===== src/rtl/apb_slave_regs_pkg.sv =====
// Shared widths, register offsets and FSM states for apb_slave_regs.
// Imported by the top level and by the register bank.
package apb_slave_regs_pkg;

  localparam int PADDR_WIDTH    = 32;
  localparam int APB_DATA_WIDTH = 32;
  localparam int IDX_W          = 4;
  localparam int WAIT_W         = 4;

  localparam logic [5:0] CTRL_OFS     = 6'h00;
  localparam logic [5:0] ID_OFS       = 6'h04;
  localparam logic [5:0] STATUS_OFS   = 6'h08;
  localparam logic [5:0] SCRATCH0_OFS = 6'h0C;

  localparam logic [IDX_W-1:0] CTRL_IDX   = CTRL_OFS[5:2];
  localparam logic [IDX_W-1:0] ID_IDX     = ID_OFS[5:2];
  localparam logic [IDX_W-1:0] STATUS_IDX = STATUS_OFS[5:2];
  localparam int               SCR_LO     = int'(SCRATCH0_OFS[5:2]);

  typedef enum logic [1:0] {
    ST_IDLE  = 2'd0,
    ST_WAIT  = 2'd1,
    ST_READY = 2'd2
  } state_t;

endpackage


===== src/rtl/apb_regbank.sv =====
// Register bank: CTRL, ID, STATUS counters, scratch words, decode and read mux.
// Ports: addr/wr decode live bus; done/done_* commit a finished transfer.
module apb_regbank
  import apb_slave_regs_pkg::*;
#(
  parameter int          NUM_REGS = 8,
  parameter logic [31:0] ID_VALUE = 32'hA9B2_0001
) (
  input  logic                      hclk,
  input  logic                      hreset_n,
  input  logic [PADDR_WIDTH-1:0]    addr,
  input  logic                      wr,
  output logic [APB_DATA_WIDTH-1:0] rdata,
  output logic                      err,
  output logic [WAIT_W-1:0]         wait_cfg,
  input  logic                      done,
  input  logic                      done_err,
  input  logic                      done_wr,
  input  logic [IDX_W-1:0]          done_idx,
  input  logic [APB_DATA_WIDTH-1:0] wdata
);

  localparam logic [IDX_W:0] NREG = (IDX_W+1)'(NUM_REGS);

  logic [WAIT_W-1:0]         wait_q;
  logic [15:0]               ok_cnt;
  logic [15:0]               err_cnt;
  logic [APB_DATA_WIDTH-1:0] mem [SCR_LO:NUM_REGS-1];
  logic [IDX_W-1:0]          idx;
  logic                      ro_hit;

  assign wait_cfg = wait_q;
  assign idx      = addr[IDX_W+1:2];
  assign ro_hit   = wr && (idx == ID_IDX || idx == STATUS_IDX);

  always_comb begin
    err = (addr[1:0] != 2'b00)
       || (|addr[PADDR_WIDTH-1:IDX_W+2])
       || ({1'b0, idx} >= NREG)
       || ro_hit;
  end

  always_comb begin
    rdata = '0;
    if (!err) begin
      case (idx)
        CTRL_IDX:   rdata = {{(APB_DATA_WIDTH-WAIT_W){1'b0}}, wait_q};
        ID_IDX:     rdata = ID_VALUE;
        STATUS_IDX: rdata = {err_cnt, ok_cnt};
        default: begin
          for (int i = SCR_LO; i < NUM_REGS; i++)
            if (idx == IDX_W'(i)) rdata = mem[i];
        end
      endcase
    end
  end

  always_ff @(posedge hclk or negedge hreset_n) begin
    if (!hreset_n) begin
      wait_q  <= '0;
      ok_cnt  <= '0;
      err_cnt <= '0;
      for (int i = SCR_LO; i < NUM_REGS; i++)
        mem[i] <= '0;
    end else if (done) begin
      if (done_err) begin
        if (err_cnt != 16'hFFFF)
          err_cnt <= err_cnt + 16'd1;
      end else begin
        ok_cnt <= ok_cnt + 16'd1;
      end
      if (done_wr) begin
        if (done_idx == CTRL_IDX)
          wait_q <= wdata[WAIT_W-1:0];
        for (int i = SCR_LO; i < NUM_REGS; i++)
          if (done_idx == IDX_W'(i)) mem[i] <= wdata;
      end
    end
  end

endmodule


===== src/rtl/apb_slave_regs.sv =====
// APB responder top: setup/wait/ready FSM with wait counter, registered outputs.
// Ports: APB psel/penable/paddr/pwrite/pwdata in; pready_x/pslverr_x/prdata_x out.
module apb_slave_regs
  import apb_slave_regs_pkg::*;
#(
  parameter int          NUM_REGS = 8,
  parameter logic [31:0] ID_VALUE = 32'hA9B2_0001
) (
  input  logic                      hclk,
  input  logic                      hreset_n,
  input  logic                      psel,
  input  logic                      penable,
  input  logic [PADDR_WIDTH-1:0]    paddr,
  input  logic                      pwrite,
  input  logic [APB_DATA_WIDTH-1:0] pwdata,
  output logic [APB_DATA_WIDTH-1:0] prdata_x,
  output logic                      pready_x,
  output logic                      pslverr_x
);

  state_t                    state;
  logic [WAIT_W-1:0]         wcnt;
  logic                      wr_q;
  logic                      err_q;
  logic [IDX_W-1:0]          idx_q;
  logic [APB_DATA_WIDTH-1:0] rd_q;

  logic [APB_DATA_WIDTH-1:0] bank_rdata;
  logic                      bank_err;
  logic [WAIT_W-1:0]         wait_cfg;
  logic                      done;
  logic                      setup;

  // A transfer completes only if psel is still held in the READY cycle.
  assign done  = (state == ST_READY) && psel;
  assign setup = psel && !penable;

  apb_regbank #(
    .NUM_REGS (NUM_REGS),
    .ID_VALUE (ID_VALUE)
  ) u_bank (
    .hclk     (hclk),
    .hreset_n (hreset_n),
    .addr     (paddr),
    .wr       (pwrite),
    .rdata    (bank_rdata),
    .err      (bank_err),
    .wait_cfg (wait_cfg),
    .done     (done),
    .done_err (err_q),
    .done_wr  (wr_q && !err_q),
    .done_idx (idx_q),
    .wdata    (pwdata)
  );

  always_ff @(posedge hclk or negedge hreset_n) begin
    if (!hreset_n) begin
      state     <= ST_IDLE;
      wcnt      <= '0;
      wr_q      <= 1'b0;
      err_q     <= 1'b0;
      idx_q     <= '0;
      rd_q      <= '0;
      pready_x  <= 1'b0;
      pslverr_x <= 1'b0;
      prdata_x  <= '0;
    end else begin
      unique case (state)
        ST_IDLE: begin
          if (setup) begin
            wr_q  <= pwrite;
            err_q <= bank_err;
            idx_q <= paddr[IDX_W+1:2];
            rd_q  <= pwrite ? '0 : bank_rdata;
            if (wait_cfg == '0) begin
              state     <= ST_READY;
              pready_x  <= 1'b1;
              pslverr_x <= bank_err;
              prdata_x  <= pwrite ? '0 : bank_rdata;
            end else begin
              state <= ST_WAIT;
              wcnt  <= wait_cfg;
            end
          end
        end
        ST_WAIT: begin
          if (!psel) begin
            state <= ST_IDLE;
          end else if (penable) begin
            if (wcnt == WAIT_W'(1)) begin
              state     <= ST_READY;
              pready_x  <= 1'b1;
              pslverr_x <= err_q;
              prdata_x  <= rd_q;
            end
            wcnt <= wcnt - WAIT_W'(1);
          end
        end
        ST_READY: begin
          state     <= ST_IDLE;
          pready_x  <= 1'b0;
          pslverr_x <= 1'b0;
          prdata_x  <= '0;
        end
        default: begin
          state     <= ST_IDLE;
          pready_x  <= 1'b0;
          pslverr_x <= 1'b0;
          prdata_x  <= '0;
        end
      endcase
    end
  end

endmodule


===== config.mk =====
export PLATFORM = sky130hd
export DESIGN_NAME = apb_slave_regs
export DESIGN_NICKNAME = d
export VERILOG_FILES = /design/src/rtl/apb_slave_regs_pkg.sv /design/src/rtl/apb_regbank.sv /design/src/rtl/apb_slave_regs.sv
export SDC_FILE = /design/constraint.sdc
export NUM_CORES = 1
export LEC_CHECK = 0
export ABC_AREA = 0
export CELL_PAD_IN_SITES_DETAIL_PLACEMENT = 0
export CELL_PAD_IN_SITES_GLOBAL_PLACEMENT = 1
export CORE_UTILIZATION = 43
export CTS_CLUSTER_SIZE = 12
export DETAILED_ROUTE_END_ITERATION = 10
export PLACE_DENSITY = 0.87
export RECOVER_POWER = 100
export SYNTH_ARGS = -nofsm -noshare
export SYNTH_HDL_FRONTEND = slang
export SYNTH_SLANG_ARGS = --single-unit

===== constraint.sdc =====
create_clock -name hclk -period 1.9 [get_ports hclk]
set_clock_uncertainty 0.1 [all_clocks]
set_input_delay 0.38 -clock hclk [delete_from_list [all_inputs] [get_ports hclk]]
set_output_delay 0.38 -clock hclk [all_outputs]
set_load 0.03 [all_outputs]

# After elaboration in Yosys (flattened, before gate mapping)
# Cells that the tools add are included.
totals:
  register_bits: 274
  latch_bits: 0
  mem_bits_rw: 0
  rom_bits: 0
  input_bits: 69
  out_inout_bits: 34
  elab_cells: 112
  n_memories: 0
classes:
  n_addsub: 3
  multipliers: 0
  div_mod_pow: 0
  magnitude_cmp: 1
  eq_ne: 24
  n_shift: 0
  n_mux: 37
  bitwise: 1
  reduce_logical: 29
ops:
  columns: ["operator", "count"]
  rows:
  - ["$mux 32", 12]
  - ["$pmux 32 s3", 1]
  - ["$pmux 32 s2", 1]
  - ["$add 16x1->16 const B", 2]
  - ["$eq 4x3->1 const B", 8]
  - ["$reduce_or 26->1", 1]
  - ["$reduce_and 3->1", 8]
  - ["$mux 4", 4]
  - ["$ne 16x16->1 const B", 1]
  - ["$eq 4x2->1 const B", 3]
  - ["$logic_not 4->1", 3]
  - ["$ne 2x2->1 const B", 6]
  - ["$mux 1", 10]
  - ["$mux 2", 5]
  - ["$reduce_and 5->1", 2]
  - ["$eq 4x1->1 const B", 2]
  - ["$pmux 4 s2", 1]
  - ["$ne 3x3->1 const B", 2]
  - ["$ge 4x4->1 const B", 1]
  - ["$logic_and 1x1->1", 4]
  - ["$logic_or 1x1->1", 4]
  - ["$pmux 1 s2", 2]
  - ["$pmux 2 s2", 1]
  - ["$reduce_and 2->1", 2]
  - ["other kinds (7)", 9]

# Logic depth before layout (Yosys ltp)
logic_depth:
  ltp_word: 12
  depth_mapped: 8

# Cells and area by module
# Synthesis repeated with hierarchy kept, for this count alone.
hier_totals:
  cells_unflattened: 1162
  hier_area_um2: 13400.4
by_module_without_submodules:
  columns: ["mod", "instances", "cells_per_inst", "area_each_um2", "seq_area_each_um2"]
  rows:
  - ["apb_regbank", 1, 806, 9611.7, 4904.7]
  - ["apb_slave_regs", 1, 356, 3788.6, 1951.9]

# Worst setup path after synthesis
# Ideal clock, no wire load.
synth_timing:
  path_kind: "register to register"
  from: "reg wcnt[1]"
  to: "reg prdata_x[10]"
  setup_ps: 135
  arrival_time_ps: 1840
  t_required_ps: 1665
  slack_ps: -175
  path_stages_with_launch: 9
  synth_period_minus_slack_ps: 2075
  path_cell_list: "dfrtp_1 > inv_1 > ha_1 > or3b_1 > or3_1 > buf_2 > buf_4 > mux2i_1 > o22ai_1"
synth_via:
  elab_chain_cells: 3
synth_rtl:
  columns: ["element", "line", "text"]
  rows:
  - ["from (decl)", "apb_slave_regs.sv:22", "logic [WAIT_W-1:0] wcnt;"]
  - ["from (signal assigned)", "apb_slave_regs.sv:82", "wcnt <= wait_cfg;"]
  - ["from (signal assigned)", "apb_slave_regs.sv:96", "wcnt <= wcnt - WAIT_W'(1);"]
  - ["$eq 4x1->1", "apb_slave_regs.sv:90", "if (wcnt == WAIT_W'(1)) begin"]
  - ["$ne 2x2->1 (no source line)", null, null]
  - ["$reduce_and 5->1 (no source line)", null, null]
  - ["to (signal assigned)", "apb_slave_regs.sv:79", "prdata_x <= pwrite ? '0 : bank_rdata;"]
  - ["to (signal assigned)", "apb_slave_regs.sv:94", "prdata_x <= rd_q;"]
  - ["to (decl)", "apb_slave_regs.sv:16", "output logic [APB_DATA_WIDTH-1:0] prdata_x,"]
# No other way between the ends.
# A chain may end at the register's enable or synchronous reset.

# Final worst setup path
layout_timing:
  from: "reg state[0]"
  to: "reg u_bank.mem[26] (netlist bit)"
layout_via:
  elab_chain_cells: 3
layout_rtl:
  columns: ["element", "line", "text"]
  rows:
  - ["from (decl)", "apb_slave_regs.sv:21", "state_t state;"]
  - ["from (signal assigned)", "apb_slave_regs.sv:58", "state <= ST_IDLE;"]
  - ["from (signal assigned)", "apb_slave_regs.sv:76", "state <= ST_READY;"]
  - ["from (signal assigned)", "apb_slave_regs.sv:81", "state <= ST_WAIT;"]
  - ["$eq 2x2->1", "apb_slave_regs.sv:35", "assign done = (state == ST_READY) && psel;"]
  - ["$logic_and 1x1->1", "apb_slave_regs.sv:35", null]
  - ["$reduce_and 3->1 (no source line)", null, null]
  - ["to (signal, indexed assignment)", "apb_regbank.sv:76", "if (done_idx == IDX_W'(i)) mem[i] <= wdata;"]
  - ["to (decl)", "apb_regbank.sv:28", "logic [APB_DATA_WIDTH-1:0] mem [SCR_LO:NUM_REGS-1];"]
# No other way between the ends.

==> impl_metrics.csv <==
group,metric,value,unit
placed_design,dp.final_hpwl,23280,µm
timing,finalCritPeriodShare,1.131,
synthesis,ys_types,67,
power_and_ir_drop,pwr-share-clk,0.351,
floorplan,ios,103,
layout,multiInputGateArea,6350,µm²
drt,num_vias,10200,
drt,wire_per_inst,20.98,µm
drt,ant_nets,0,
floorplan,die_width,178.3,µm
timing,slew_violations,0,
clock_tree,clock-root-buffer,"clkbuf_16",
global_routing,grt_pass1_wl,56670,µm
power_and_ir_drop,peakVddDrop,0.0008443,V
synthesis,yosysSeqAreaShare,0.5128,
clock_tree,insertion_delay,0.55,ns
power_and_ir_drop,power.density,868.9,nW/µm²
clock_tree,path_clk_slew,0.06,ns
critical_path,end_kind,"flip-flop",
placed_design,port_buffers,102,
drt,drt_first_pass_iters,7,
synthesis,ys_top_cells_by_area,"dfrtp_1, mux2_2, mux2i_1",
synthesis,yosys.area_share.simple,0.08731,
timing,max_freq,465.3,MHz
floorplan,initial_core_util,0.4371,
power_and_ir_drop,power,15320,µW
critical_path,cp_data_arrival_time,2.49,ns
power_and_ir_drop,intPower,11090,µW
job,timing.max_cap.violations,0,
layout,diodes,0,
layout,area_delta_synth_final,31.85,%
clock_tree,cts_buffers,29,
global_routing,track_usage,0.2294,
hold_path,worstHoldPathType,"in -> reg",
status,status,"finished with violations",
synthesis,syn_inst,1124,
drt,vias_per_cell,5.771,
timing,hold_violations,0,
synthesis,synth_adder_area_share,0.003743,
drt,drt_iter0_markers,1087,
synthesis,yosysTopAreaCellShare,0.5128,
placed_design,gp_congestion,0.8484,
placed_design,pre_cts_ws,-0.6478,ns
power_and_ir_drop,p_switching,4226,µW
timing,rsz0062_at_grt,"true",
power_and_ir_drop,leakagePower,0.008852,µW
timing,finalSetupViolations,202,
floorplan,die_area,31800,µm²
critical_path,worstPathMaxFanout,7,
layout,layout.nets,1425,
synthesis,synth_top_family_by_area,"multiplexers",
placed_design,dp_cells,1685,
floorplan,die_y,178.3,µm
clock_tree,htreeDepth,1,
synthesis,synthMuxAreaShare,0.2223,
critical_path,startpoint_type,"flip-flop",
hold_path,whs_path_depth,4,
synthesis,ys.flop_type,"dfrtp_1",
synthesis,async_flop_share,1.000,
clock_tree,cts_tree,"yes",
synthesis,synth_xor_area_frac,0.01965,
floorplan,core,30590,µm²
layout,instances_no_fill,1767,
layout,fillers,2455,
power_and_ir_drop,seqPwrFrac,0.442,
timing,relSlewSlack,0.09016,
synthesis,synth_edf_count,0,
clock_tree,cts.path.max_buffers,3,
power_and_ir_drop,p_sw_frac,0.2759,
global_routing,antenna_found_initial,0,
synthesis,synth_fp_nets,1197,
synthesis,syn_avg_cell_area,11.90,µm²
critical_path,path_class,"reg -> reg",
synthesis,synth-compound-area-share,0.1166,
drt,wirelength,37060,µm
synthesis,ys_ff_latch,274,
timing,tns,-29.20,ns
global_routing,grt_max_degree,46,
synthesis,yosys_warnings,0,
layout,final_core_util,0.5763,
power_and_ir_drop,comb_power_share,0.207,
status,violations,"negative setup slack",
clock_tree,cts.sinks,274,
timing,post-route-min-period,2.149,ns
timing,worst_slew_pin_slew,1.365,ns
drt,drc,0,
layout,register_area,6858,µm²
critical_path,reg2reg_depth,7,
synthesis,syn-cell-area,13370,µm²
critical_path,worst_ep_required_time,2.24,ns
global_routing,grt_overflow,0,
global_routing,grt_pass1_vias,10380,
timing,worst_slack,-0.2493,ns
synthesis,synth_top_area_cell,"dfrtp_1",
layout,drive_gt1_frac,0.3246,
floorplan,num_rows,64,
critical path, stage by stage (launching register included):
cell,delay (ns)
dfrtp_2,0.43
and4bb_2,0.34
buf_6,0.10
and3_4,0.24
nand3_4,0.19
buf_12,0.20
clkbuf_16,0.15
mux2_2,0.27
final cells by class:
class / instances / share of cell area
flip-flops and latches: 274 / 0.3890
clock buffers: 44 / 0.04720
multi-input cells: 751 / 0.3602
well taps: 396 / 0.02811
inverters: 7 / 0.001490
repair buffers: 289 / 0.1705
clock inverters: 6 / 0.003478
cell usage in the layout, fill, tap and decap left out, drive strengths merged, types with 31 or more instances in the layout:
cell and instances:
dfrtp 274, buf 183, mux2 171, mux2i 91
nand2 85, o21ai 65, clkdlybuf4s50 61, clkbuf 51
a21oi 43, a21boi 34, dlygate4sd2 34, o22ai 31
logic make-up after synthesis:
group                    after synthesis
AO/OA/AOI/OAI                        239
XOR/XNOR                              30
adder cells (fa/ha/maj)                4
buffers and inverters                 99
flip-flops                           274
multiplexers                         263
AND/OR/NAND/NOR                      215
synthesized netlist by cell type, types with 4 or more instances:
| master | instances |
|---|---|
| ha_1 | 4 |
| a222oi_1 | 19 |
| mux2i_1 | 91 |
| nor2_1 | 12 |
| a2111oi_0 | 10 |
| o31ai_1 | 4 |
| buf_1 | 5 |
| a21boi_0 | 34 |
| a21oi_1 | 43 |
| and3_1 | 9 |
| nand2_1 | 84 |
| o21ai_0 | 65 |
| mux2_1 | 14 |
| buf_4 | 5 |
| nor4_1 | 8 |
| nor2b_1 | 8 |
| o22ai_1 | 31 |
| mux2_2 | 127 |
| mux2_4 | 30 |
| nor3_1 | 11 |
| nand2b_1 | 5 |
| and4_1 | 6 |
| dfrtp_1 | 274 |
| clkbuf_1 | 48 |
| buf_6 | 4 |
| xnor2_1 | 13 |
| nand3b_1 | 21 |
| buf_2 | 26 |
| nand3_1 | 16 |
| a211oi_1 | 11 |
| xor2_1 | 17 |
| nand4_1 | 9 |
| a31oi_1 | 4 |
| inv_1 | 7 |
per-stage QoR:
stage | cell area, µm² | hold WS, ns
3_5_place_dp | 15800 | 0.2237
2_1_floorplan | 13400 | -0.01559
6_report | 17630 | 0.3497
4_1_cts | 17330 | 0.2410
5_1_grt | 17630 | 0.3781
3_3_place_gp | 15800 | 0.2189
per-layer routing:
metal | vias to the layer above | share of wire | wire (µm) | GRT usage
met3 | 61 | 0.057 | 2119 | 0.03048
met1 | 5158 | 0.43 | 16110 | 0.3165
met5 | - | 0 | 0 | 0
met2 | 366 | 0.48 | 17940 | 0.3782
li1 | 4613 | - | - | -
met4 | 0 | 0.024 | 896 | 0.06321
path summary, 6_finish.rpt:
| kind | start | slack [ns] | end |
|---|---|---|---|
| setup / recovery | state[0] | -0.25 | u_bank.mem[26] |
| hold / removal | paddr[2] | 0.35 | rd_q[1] |
| setup reg to reg | state[0] | -0.25 | u_bank.mem[26] |
| hold reg to reg | u_bank.ok_cnt[15] | 0.38 | u_bank.ok_cnt[15] |
| max in group asynchronous | hreset_n | 0.17 | rd_q[27] |
| min in group asynchronous | hreset_n | 0.58 | u_bank.mem[97] |
flip-flops by register name, indices dropped and copies added, names as in the netlist:
signal and flops:
idx_q 4, u_bank.err_cnt 16, wr_q 1, state 2
pready_x 1, pslverr_x 1, wcnt 4, rd_q 32
u_bank.wait_cfg 4, u_bank.ok_cnt 16, u_bank.mem 160, prdata_x 32
err_q 1
power by group through the flow:
stage	sequential (µW)	clock, µW	combinational, µW
6_report	6770	5380	3170
5_1_grt	6830	5690	3400
4_1_cts	6750	5470	3030
3_5_place_dp	6830	0	2860
3_3_place_gp	6800	0	2770
2_1_floorplan	6820	0	1460
what timing repair did:
item                       4_1_cts  5_1_grt
cloned                          11        5
resized for setup              104       88
setup endpoints to repair      266      245
pin swaps                        9        9
hold buffers                     1        0
setup buffers                   14       13
hold endpoints to repair        41        0
Power figures use the tool's default switching activity.
